`config.mk`:
```
export PLATFORM = sky130hd
export DESIGN_NAME = pmem_arbiter
export DESIGN_NICKNAME = d
export VERILOG_FILES = /design/src/rtl/pmem_arb_pkg.sv /design/src/rtl/arb_rr2.sv /design/src/rtl/pmem_arbiter.sv
export SDC_FILE = /design/constraint.sdc
export NUM_CORES = 1
export LEC_CHECK = 0
export ABC_AREA = 1
export BUFFER_PORTS_ARGS = -buffer_cell sky130_fd_sc_hd__buf_2
export CAP_MARGIN = 20
export CORE_AREA = 2 2 643 645
export DETAILED_ROUTE_END_ITERATION = 6
export DIE_AREA = 0 0 645 647
export PLACE_DENSITY = 0.3
export SLEW_MARGIN = 30
export SYNTH_ARGS = -nofsm -noshare
export SYNTH_HDL_FRONTEND = slang
export SYNTH_HIERARCHICAL = 1
export SYNTH_SLANG_ARGS = --single-unit
```
`constraint.sdc`:
```
create_clock -name clk -period 1.6 [get_ports clk]
set_input_delay 0.24 -clock clk [delete_from_list [all_inputs] [get_ports clk]]
set_output_delay 0.24 -clock clk [all_outputs]
set_load 0.01 [all_outputs]
```
`src/rtl/pmem_arb_pkg.sv`:
```
// Shared types and default widths for the I/D physical-memory port arbiter.
package pmem_arb_pkg;
  localparam int PMEM_ADDR_W = 32;
  localparam int PMEM_LINE_W = 256;

  typedef enum logic [1:0] {ARB_IDLE, ARB_GRANT_I, ARB_GRANT_D, ARB_TURN} arb_state_t;
  typedef enum logic {REQ_I = 1'b0, REQ_D = 1'b1} req_id_t;
endpackage

```
`src/rtl/arb_rr2.sv`:
```
// Two-way round-robin picker: on a tie the side that did not win last time goes.
module arb_rr2 (
  input  logic [1:0] req,
  input  logic       last,
  output logic       gnt_valid,
  output logic       gnt_id
);
  always_comb begin
    gnt_valid = |req;
    if (&req) gnt_id = ~last;
    else      gnt_id = req[1];
  end
endmodule

```
`src/rtl/pmem_arbiter.sv`:
```
// Shares one line-wide memory port between I-cache and D-cache; one grant at a
// time, held until mem_resp, followed by a single dead TURN cycle.
module pmem_arbiter
  import pmem_arb_pkg::*;
#(
  parameter int ADDR_W = PMEM_ADDR_W,
  parameter int LINE_W = PMEM_LINE_W
) (
  input  logic              clk,
  input  logic              rst_n,
  input  logic              i_read,
  input  logic              i_write,
  input  logic [ADDR_W-1:0] i_addr,
  input  logic [LINE_W-1:0] i_wdata,
  output logic              i_resp,
  output logic [LINE_W-1:0] i_rdata,
  input  logic              d_read,
  input  logic              d_write,
  input  logic [ADDR_W-1:0] d_addr,
  input  logic [LINE_W-1:0] d_wdata,
  output logic              d_resp,
  output logic [LINE_W-1:0] d_rdata,
  output logic              mem_read,
  output logic              mem_write,
  output logic [ADDR_W-1:0] mem_addr,
  output logic [LINE_W-1:0] mem_wdata,
  input  logic              mem_resp,
  input  logic [LINE_W-1:0] mem_rdata
);
  arb_state_t state, state_nxt;
  req_id_t    last_grant;
  logic       gnt_valid, gnt_id;

  arb_rr2 u_rr (
    .req      ({d_read | d_write, i_read | i_write}),
    .last     (last_grant),
    .gnt_valid(gnt_valid),
    .gnt_id   (gnt_id)
  );

  // last_grant starts at D so the first tie after reset goes to I.
  always_ff @(posedge clk or negedge rst_n) begin
    if (!rst_n) begin
      state      <= ARB_IDLE;
      last_grant <= REQ_D;
    end else begin
      state <= state_nxt;
      if (state == ARB_IDLE && gnt_valid) last_grant <= req_id_t'(gnt_id);
    end
  end

  always_comb begin
    state_nxt = state;
    unique case (state)
      ARB_IDLE:    if (gnt_valid) state_nxt = gnt_id ? ARB_GRANT_D : ARB_GRANT_I;
      ARB_GRANT_I,
      ARB_GRANT_D: if (mem_resp) state_nxt = ARB_TURN;
      ARB_TURN:    state_nxt = ARB_IDLE;
      default:     state_nxt = ARB_IDLE;
    endcase
  end

  // Requests pass straight through while granted; a dropped request drops the strobe.
  always_comb begin
    mem_read  = 1'b0;
    mem_write = 1'b0;
    mem_addr  = '0;
    mem_wdata = '0;
    i_resp    = 1'b0;
    d_resp    = 1'b0;
    unique case (state)
      ARB_GRANT_I: begin
        mem_read  = i_read;
        mem_write = i_write;
        mem_addr  = i_addr;
        mem_wdata = i_wdata;
        i_resp    = mem_resp;
      end
      ARB_GRANT_D: begin
        mem_read  = d_read;
        mem_write = d_write;
        mem_addr  = d_addr;
        mem_wdata = d_wdata;
        d_resp    = mem_resp;
      end
      default: ;
    endcase
  end

  assign i_rdata = mem_rdata;
  assign d_rdata = mem_rdata;

  a_resp_onehot: assert property (@(posedge clk) disable iff (!rst_n) !(i_resp && d_resp));
  a_quiet_idle_turn: assert property (@(posedge clk) disable iff (!rst_n)
    (state == ARB_IDLE || state == ARB_TURN) |-> !(mem_read || mem_write || i_resp || d_resp));
  a_i_rw_excl: assert property (@(posedge clk) disable iff (!rst_n) !(i_read && i_write));
  a_d_rw_excl: assert property (@(posedge clk) disable iff (!rst_n) !(d_read && d_write));
endmodule
```
==> results.py, run 1 <==
metrics = {
    "timing": {
        "max_slew_margin": 0.727,
        "rsz0062_at_grt": "true",
        "drv_slew": 0,
        "fin_skew_ns": 0.00189,
        "fmax_mhz": 427,
        "fin_hold_ws_ns": 0.480,
        "tightest_slew_ns": 0.408,
        "finalSetupViolations": 292,
        "fin_ws_ns": -0.744,
        "final.min_clock_period_ns": 2.34,
        "final_hold_viol_count": 0,
        "post-route-period-util": 1.46,
    },
    "routing": {
        "dr.first_iter.drc_count": 1304,
        "viasPerCell": 2.07,
        "wl_met1_um": 86400,
        "dr_wl_met3_um": 91100,
        "dr.pass1.iters": 5,
        "wirelength_um": 340000,
        "postRouteAntennaNets": 0,
        "wl_per_cell_um": 44.5,
        "vias": 15800,
        "drc": 0,
        "highest_layer": "met5",
        "wl_met2_um": 145000,
    },
    "floorplan": {
        "die_area_um2": 417000,
        "ios": 1643,
        "die_w_um": 645,
        "rows": 236,
        "core-area_um2": 411000,
        "die_h_um": 647,
        "start_util": 0.0211,
    },
    "synthesis": {
        "yosysWarnings": 6,
        "syn_area_um2": 8680,
        "yosys.cell_types.count": 16,
        "ys_seq_area_frac": 0.00879,
        "syn_area_per_cell_um2": 5.72,
        "netlist_instances": 1518,
        "postSynthRegisterBits": 3,
        "synth_nets": 2361,
    },
    "clocking": {
        "cts_tree": "yes",
        "clock_sinks": 3,
        "htree_levels": 1,
        "clkSlewWorstSetupHoldPaths_ns": 0.03,
        "cts_root_buf": "clkbuf_16",
        "cts-buffers-inserted": 3,
        "clockBufferDepth": 2,
        "insertion_delay_ns": 0.23,
    },
    "global_route": {
        "grtUsageTotal": 0.154,
        "grt_pass1_wl_um": 366000,
        "grt_antenna_before_repair": 318,
        "grt_max_degree": 37,
        "gr-total-overflow": 0,
        "grt_pass1_vias": 13700,
    },
    "run_status": {
        "violations": "setup timing",
        "status": "finished, violations left",
    },
    "setup_path": {
        "worstPathArrival_ns": 2.10,
        "critPathRequiredTime_ns": 1.36,
        "crit_type": "reg2out",
        "crit_fanout": 9,
        "cp-end-kind": "primary output",
        "r2r_cells": 8,
        "timing.reg2reg.setup_slack_ns": 0.28,
        "timing.rr.start": "state[1]$_DFFE_PN0P_",
        "crit_path_start": "state[1]$_DFFE_PN0P_",
        "critPathLaunchType": "flip-flop",
    },
    "place": {
        "io_buffer_count": 874,
        "finalWeightedCongestion": 0.958,
        "place_area_um2": 18900,
        "dp_hpwl_um": 314000,
        "placed_cells": 7384,
    },
    "pwr": {
        "leakage_uw": 0.00818,
        "pwr_density_cell_nw_per_um2": 2040,
        "ir_drop_mv": 1.26,
    },
    "worst_hold_path": {
        "whs_path_depth": 0,
        "hp-start": "mem_rdata[122]",
        "hp-class": "in2out",
    },
    "job": {
        "drv_cap": 0,
    },
    "finish": {
        "fin_nets": 2867,
        "drive_above_1_share": 0.767,
        "fin_util": 0.0589,
        "fin_cells": 7635,
        "synthToLayoutAreaGrowth_pct": 179,
        "design_area_um2": 24200,
    },
}
## synthesized netlist by cell type
cell type,n,share of area
buf_2,65,0.037
o21ai_0,1,0.00058
clkbuf_1,9,0.0039
nand3_1,1,0.00058
inv_2,1,0.00043
or2_1,1,0.00072
a21oi_2,100,0.10
dfrtp_1,2,0.0058
a21oi_1,191,0.11
ha_1,4,0.0058
dfstp_2,1,0.0030
buf_6,12,0.016
buf_4,522,0.45
nand2_1,597,0.26
or2_2,2,0.0014
inv_1,9,0.0039
## cells in the final DEF (no fill, tap or decap), types with 62 or more instances in the layout
cell type,Yosys,final
a21oi_1,191,62
a21oi_2,100,121
buf_2,65,681
buf_12,0,185
a21oi_4,0,108
diode_2,0,138
buf_6,12,90
nand2_1,597,394
buf_4,522,93
nand2_4,0,88
nand2_2,0,108
## logic make-up (layout without fill, tap and decap cells)
logic type,count (synthesis),after routing,synth area share
DFF,3,3,0.00880
and+or+nand+nor,601,601,0.261
AOI/OAI and AO/OA,292,292,0.212
buffers and inverters,618,1123,0.513
adders and majority gates,4,4,0.00577
other,0,138,0
## critical path, stage by stage (launching register included)
cell     delay (ns)
dfrtp_1        0.40
inv_2          0.10
buf_6          0.11
ha_4           0.18
buf_12         0.15
buf_6          0.11
buf_16         0.16
buf_8          0.17
nand2_4        0.06
a21oi_4        0.23
buf_6          0.14
## where the power goes
group	leakage [uW]	switching (uW)	total (uW)	internal (uW)
Clock	0.0000390	69.4	398	329
Combinational	0.00811	28600	48800	20200
Sequential	0.0000349	29.4	156	127
Total	0.00818	28700	49300	20700
## through the flow
stage / total power [uW] / setup WS (ns) / TNS (ns)
3_3_place_gp: 36100 / -1.29 / -149.03
2_1_floorplan: 11900 / 0.0380 / 0
4_1_cts: 45100 / -0.808 / -194.45
3_5_place_dp: 35700 / -0.985 / -132.56
6_report: 49300 / -0.744 / -176.37
5_1_grt: 52300 / -0.784 / -199.46
## final cells by class
cell class,instances,area [um^2]
fill,48800,387000
antenna,138,345
tap,5474,6850
sequential,3,76.3
multi-input combinational,897,6530
inverter,10,50.0
clock buffer,4,78.8
timing repair buffer,1109,10300
## final timing paths
path	end
setup / recovery	mem_wdata[171]
hold / removal	d_rdata[122]
setup reg to reg	state[0]$_DFFE_PN0P_
hold reg to reg	last_grant$_DFFE_PN1P_
max in group asynchronous	last_grant$_DFFE_PN1P_
min in group asynchronous	state[1]$_DFFE_PN0P_
## flip-flops by register name, summed over array words and instances, names as in the netlist
name / count
last_grant: 1
state: 2
## routing by layer
layer  up-vias  global-route usage
met5         -              0.0161
met4       154              0.0543
met3       834               0.197
met2      2591               0.235
met1      6802               0.111
li1       5435                   -
## timing repair
item | CTS | global route
hold endpoints to repair | 2 | 0
cloned | 25 | 14
gates resized for setup | 309 | 517
setup buffers | 44 | 36
hold buffers | 1 | 0
setup endpoints to repair | 292 | 292
pin swaps | 68 | 134
Power figures use the tool's default switching activity.
==> run 2, diff against run 1 <==
--- a/config.mk
+++ b/config.mk
@@ -6,7 +6,7 @@
 export NUM_CORES = 1
 export LEC_CHECK = 0
 export ABC_AREA = 1
-export BUFFER_PORTS_ARGS = -buffer_cell sky130_fd_sc_hd__buf_2
+export BUFFER_PORTS_ARGS = -buffer_cell sky130_fd_sc_hd__buf_4
 export CAP_MARGIN = 20
 export CORE_AREA = 2 2 643 645
 export DETAILED_ROUTE_END_ITERATION = 6
==> results.py, run 2 (synthesis gave the netlist of run 1 again) <==
metrics = {
    "run_status": {
        "status": "finished, violations left",
        "violations": "setup timing",
    },
    "floorplan": {
        "rows": 236,
        "die_h_um": 647,
        "ios": 1643,
        "start_util": 0.0211,
        "die_area_um2": 417000,
        "die_w_um": 645,
        "core-area_um2": 411000,
    },
    "timing": {
        "fmax_mhz": 424,
        "finalSetupViolations": 292,
        "post-route-period-util": 1.48,
        "drv_slew": 0,
        "max_slew_margin": 0.694,
        "fin_setup_tns_ns": -175.97,
        "fin_skew_ns": 0.00490,
        "final_hold_viol_count": 0,
        "rsz0062_at_grt": "true",
        "final.min_clock_period_ns": 2.36,
        "tightest_slew_ns": 0.458,
        "fin_ws_ns": -0.761,
    },
    "routing": {
        "viasPerCell": 1.97,
        "dr.pass1.iters": 5,
        "wirelength_um": 335000,
        "vias": 14800,
        "postRouteAntennaNets": 0,
        "wl_per_cell_um": 44.5,
        "dr.first_iter.drc_count": 1090,
        "drc": 0,
    },
    "setup_path": {
        "r2r_cells": 9,
        "critPathRequiredTime_ns": 1.36,
        "timing.rr.end": "state[0]$_DFFE_PN0P_",
        "crit_path_start": "state[1]$_DFFE_PN0P_",
        "crit_type": "reg2out",
        "worstPathArrival_ns": 2.12,
        "critPathLaunchType": "flip-flop",
        "cp-end-kind": "primary output",
        "timing.rr.start": "state[1]$_DFFE_PN0P_",
        "crit_fanout": 13,
        "endpoint": "mem_wdata[178]",
        "timing.reg2reg.setup_slack_ns": 0.14,
    },
    "finish": {
        "top_regs": "state: 2 flops, last_grant: 1 flops",
        "synthToLayoutAreaGrowth_pct": 170,
        "regArea_um2": 76.3,
        "largest_reg_flops": 2,
        "multiInputGateArea_um2": 5730,
        "design_area_um2": 23400,
        "largest_register": "state",
        "final_common_cell": "buf_4",
        "fin_util": 0.0569,
        "drive_above_1_share": 0.705,
        "final_cell_mix": "buf_4 (807), nand2_1 (489), a21oi_2 (117)",
        "fin_nets": 2829,
        "n_fill_cell": 48900,
    },
    "clocking": {
        "htree_levels": 1,
        "clockBufferDepth": 2,
        "cts_root_buf": "clkbuf_16",
        "insertion_delay_ns": 0.23,
        "cts_tree": "yes",
        "clock_sinks": 3,
        "clkSlewWorstSetupHoldPaths_ns": 0.03,
        "cts-buffers-inserted": 3,
    },
    "place": {
        "io_buffer_count": 874,
        "dp_hpwl_um": 317000,
        "pre_cts_ws_ns": -1.15,
        "finalWeightedCongestion": 0.894,
        "place_area_um2": 19300,
    },
    "global_route": {
        "grt_pass1_wl_um": 362000,
        "grt.busiest_layer": "met2",
        "gr-total-overflow": 0,
        "grtUsageTotal": 0.152,
        "grt_use_met3": 0.189,
        "globalRouteMet1Util": 0.113,
        "grt_pass1_vias": 13500,
        "grt_use_met2": 0.232,
        "grt_antenna_before_repair": 232,
        "grt_max_degree": 30,
    },
    "pwr": {
        "total_power_uw": 44500,
        "leakage_uw": 0.00771,
        "ir_drop_mv": 0.859,
        "pwr_density_cell_nw_per_um2": 1900,
    },
    "job": {
        "drv_cap": 0,
    },
    "worst_hold_path": {
        "hp-class": "in2reg",
    },
}
[run 2: cell types whose count changed in the layout (fill, tap and decap cells not counted), moves of 30 or more]
cell,delta
buf_12,-108
buf_2,-681
buf_4,+714
diode_2,-66
nand2_1,+95
nand2_2,-30
nand2_4,-59
[run 2: worst min path at each step]
stage	start	to	slack, ns	cells after the start
after CTS	i_write	last_grant$_DFFE_PN1P_	0.44	5
after detailed placement	rst_n	state[0]$_DFFE_PN0P_	0.07	1
final	i_write	last_grant$_DFFE_PN1P_	0.44	5
after global placement	rst_n	state[1]$_DFFE_PN0P_	0.07	1
after floorplan	rst_n	state[0]$_DFFE_PN0P_	-0.06	0
after global routing	mem_rdata[201]	i_rdata[201]	0.48	0
[run 2: critical path, stage by stage (launching register included)]
cell     delay [ns]
dfrtp_1        0.37
inv_2          0.08
buf_12         0.13
ha_4           0.32
inv_16         0.08
buf_16         0.16
buf_4          0.27
a21oi_2        0.21
buf_4          0.17
[run 2: area by class of cell]
type | instances | area share
inverters | 10 | 0.00230
well taps | 5474 | 0.293
flip-flops and latches | 3 | 0.00326
clock buffers | 4 | 0.00337
diodes | 72 | 0.00770
repair buffers | 1071 | 0.446
multi-input cells | 897 | 0.245
[run 2: where the power goes]
group | switching (uW) | total (uW) | internal [uW] | leakage [uW]
combinational | 26300 | 43900 | 17600 | 0.00763
clock | 79.6 | 409 | 330 | 0.0000386
sequential | 29.4 | 157 | 128 | 0.0000349
total | 26400 | 44500 | 18100 | 0.00771
[run 2: stage by stage]
step / hold slack (ns) / cells
2_1_floorplan: -0.0556 / 1518
3_3_place_gp: 0.0739 / 7377
3_5_place_dp: 0.0749 / 7377
4_1_cts: 0.437 / 7430
5_1_grt: 0.480 / 7514
6_report: 0.436 / 7531
[run 2: routing by layer]
layer  vias up  share of wire
li1       5278              -
met1      6464           0.26
met2      2329           0.43
met3       627           0.27
met4       118          0.039
met5         -         0.0051
[run 2: what timing repair did]
item                                   4_1_cts  5_1_grt
cloned                                      12       13
setup endpoints to repair                  292      292
endpoints found under the hold margin        2        0
hold buffers                                 1        0
resized for setup                          346      298
pin swaps                                   37       35
setup buffers                               38       19
==> run 3, diff against run 2 <==
--- a/config.mk
+++ b/config.mk
@@ -5,12 +5,12 @@
 export SDC_FILE = /design/constraint.sdc
 export NUM_CORES = 1
 export LEC_CHECK = 0
-export ABC_AREA = 1
-export BUFFER_PORTS_ARGS = -buffer_cell sky130_fd_sc_hd__buf_4
+export BUFFER_PORTS_ARGS = -buffer_cell sky130_fd_sc_hd__buf_2
 export CAP_MARGIN = 20
-export CORE_AREA = 2 2 643 645
+export CORE_AREA = 2 2 640 642
+export CTS_CLUSTER_DIAMETER = 30
 export DETAILED_ROUTE_END_ITERATION = 6
-export DIE_AREA = 0 0 645 647
+export DIE_AREA = 0 0 642 644
 export PLACE_DENSITY = 0.3
 export SLEW_MARGIN = 30
 export SYNTH_ARGS = -nofsm -noshare
==> results.py, run 3 <==
metrics = {
    "global_route": {
        "grt_pass1_wl_um": 313000,
        "gr-total-overflow": 0,
        "grt_antenna_before_repair": 204,
        "grt_max_degree": 53,
        "grt_pass1_vias": 12300,
        "grtUsageTotal": 0.131,
    },
    "finish": {
        "multiInputGateArea_um2": 5220,
        "final_cell_mix": "buf_2 (699), a22oi_2 (182), buf_12 (168)",
        "top_regs": "state: 2 flops, last_grant: 1 flops",
        "final_common_cell": "buf_2",
        "largest_register": "state",
        "fin_nets": 2636,
        "design_area_um2": 23100,
        "synthToLayoutAreaGrowth_pct": 178,
        "regArea_um2": 76.3,
        "fin_cells": 7291,
        "largest_reg_flops": 2,
        "n_fill_cell": 48500,
        "drive_above_1_share": 0.856,
    },
    "pwr": {
        "leakage_uw": 0.00772,
        "ir_drop_mv": 1.25,
        "combPwrFrac": 0.990,
        "switching_share": 0.571,
        "intPower_uw": 24000,
        "p_switching_uw": 31900,
        "pwr_density_cell_nw_per_um2": 2430,
        "power_frac_clock": 0.007,
        "seqPwrFrac": 0.003,
    },
    "synthesis": {
        "synth_top_area_share": 0.463,
        "yosys.cell_types.count": 19,
        "ys_seq_area_frac": 0.00919,
        "synth.area.top_cells": "buf_4 (46%), a22oi_1 (26%), nor2_1 (13%)",
        "synth_most_common_cell": "buf_4",
        "postSynthRegisterBits": 3,
        "synth.mux.area_fraction": 0.00497,
        "synthSimpleGateAreaFrac": 0.136,
        "synthXorXnorAreaFrac": 0,
        "synthArstFlopShare": 1.00,
        "syn_area_per_cell_um2": 6.84,
        "synth_common_cells": "buf_4 (512), a22oi_1 (290), nor2_1 (290)",
        "yosysWarnings": 6,
        "synth_nets": 2056,
        "netlist_instances": 1213,
        "synth_ff_type": "dfrtp_1",
        "synth_edf_count": 0,
        "synth-adder-area-share": 0.00603,
        "syn_area_um2": 8300,
        "synth-compound-area-share": 0.265,
        "synth_top_family_by_area": "buffers and inverters",
        "yosysTopAreaCell": "buf_4",
    },
    "clocking": {
        "insertion_delay_ns": 0.23,
        "cts-buffers-inserted": 3,
        "htree_levels": 1,
        "clock_sinks": 3,
        "cts_tree": "yes",
        "clkSlewWorstSetupHoldPaths_ns": 0.03,
        "clockBufferDepth": 2,
        "cts_root_buf": "clkbuf_16",
    },
    "routing": {
        "dr.first_iter.drc_count": 981,
        "drc": 0,
        "dr.pass1.iters": 5,
        "wl_per_cell_um": 39.9,
        "wirelength_um": 291000,
        "vias": 13600,
        "viasPerCell": 1.86,
        "postRouteAntennaNets": 0,
    },
    "timing": {
        "fin_skew_ns": 0.000477,
        "tightest_slew_ns": 0.951,
        "final_hold_viol_count": 0,
        "max_slew_margin": 0.366,
        "final.min_clock_period_ns": 2.58,
        "drv_slew": 0,
        "fin_ws_ns": -0.976,
        "finalSetupViolations": 294,
        "rsz0062_at_grt": "true",
        "fin_setup_tns_ns": -222.63,
        "post-route-period-util": 1.61,
        "fin_hold_ws_ns": 0.480,
        "fmax_mhz": 388,
    },
    "setup_path": {
        "crit_type": "reg2out",
        "cp-end-kind": "primary output",
        "critPathLaunchType": "flip-flop",
        "cp_slowest_cell": "a22oi_2",
        "cpPeakStageDelay_ns": 0.72,
        "cp_top_family": "compound AO/OA/AOI/OAI gates",
        "crit_buf_inv": 4,
        "critPathRequiredTime_ns": 1.36,
        "cp_common_cell": "buf_6",
        "worstPathCellList": "buf_6, ha_4, buf_16, buf_6, a22oi_2, nor2_2, buf_12",
        "crit_fanout": 10,
        "worstPathArrival_ns": 2.34,
    },
    "floorplan": {
        "rows": 235,
        "core-area_um2": 408000,
        "die_w_um": 642,
        "die_area_um2": 413000,
        "ios": 1643,
        "start_util": 0.0204,
        "die_h_um": 644,
    },
    "run_status": {
        "status": "finished, violations left",
        "violations": "setup timing",
    },
    "worst_hold_path": {
        "hp-class": "in2out",
    },
    "place": {
        "dp_hpwl_um": 264000,
        "placed_cells": 7124,
        "place_area_um2": 18700,
        "finalWeightedCongestion": 0.831,
        "io_buffer_count": 874,
    },
    "job": {
        "drv_cap": 0,
    },
}
## run 3: timing repair
item,in CTS,in global routing
cloned,14,24
endpoints found under the setup margin,294,294
hold buffers,1,0
pin swaps,72,104
setup buffers,43,49
gates resized for setup,342,356
endpoints found under the hold margin,2,0
## run 3: metrics by stage
stage / total power, uW / utilization / setup WS (ns)
CTS: 49900 / 0.0513 / -1.03
finish: 55900 / 0.0566 / -0.976
floorplan: 13000 / - / 0.115
detailed placement: 41300 / 0.0458 / -1.16
global route: 58900 / 0.0563 / -0.957
global placement: 40500 / 0.0446 / -1.82
## run 3: routing by layer
layer  share of wire  global-route usage  wire length [um]  up-vias
met1            0.31               0.116             89100     6064
met3            0.21               0.132             60700      527
met2            0.46               0.216            133000     2011
met4           0.022              0.0155              6470      128
li1                -                   -                 -     4860
met5          0.0053              0.0109              1540        -
## run 3: path summary, 6_finish.rpt
kind,from,endpoint,slack (ns),cells past startpoint
max in group asynchronous,rst_n,last_grant$_DFFE_PN1P_,0.78,2
worst min register to register,last_grant$_DFFE_PN1P_,last_grant$_DFFE_PN1P_,0.63,1
worst max register to register,state[0]$_DFFE_PN0P_,state[0]$_DFFE_PN0P_,-0.42,10
worst min-delay path,mem_rdata[98],i_rdata[98],0.48,0
worst max-delay path,state[0]$_DFFE_PN0P_,mem_wdata[187],-0.98,7
min in group asynchronous,rst_n,state[0]$_DFFE_PN0P_,0.61,2
## run 3: area by class of cell
class / count / area share
diodes: 48 / 0.00521
multi-input cells: 598 / 0.226
flip-flops and latches: 3 / 0.00331
inverters: 4 / 0.00119
repair buffers: 1183 / 0.465
well taps: 5451 / 0.296
clock buffers: 4 / 0.00342
## run 3: power by group through the flow
stage | clock network (uW) | logic [uW] | registers (uW)
detailed placement | 0 | 41200 | 158
global route | 414 | 58300 | 169
global placement | 0 | 40300 | 159
finish | 405 | 55400 | 166
floorplan | 0 | 12800 | 145
CTS | 409 | 49300 | 163
## run 3: cells by family after synthesis
kind of cell / count (synthesis)
flops: 3
buf+inv: 612
mux: 4
fa+ha+maj: 4
simple gates: 297
compound gates: 293
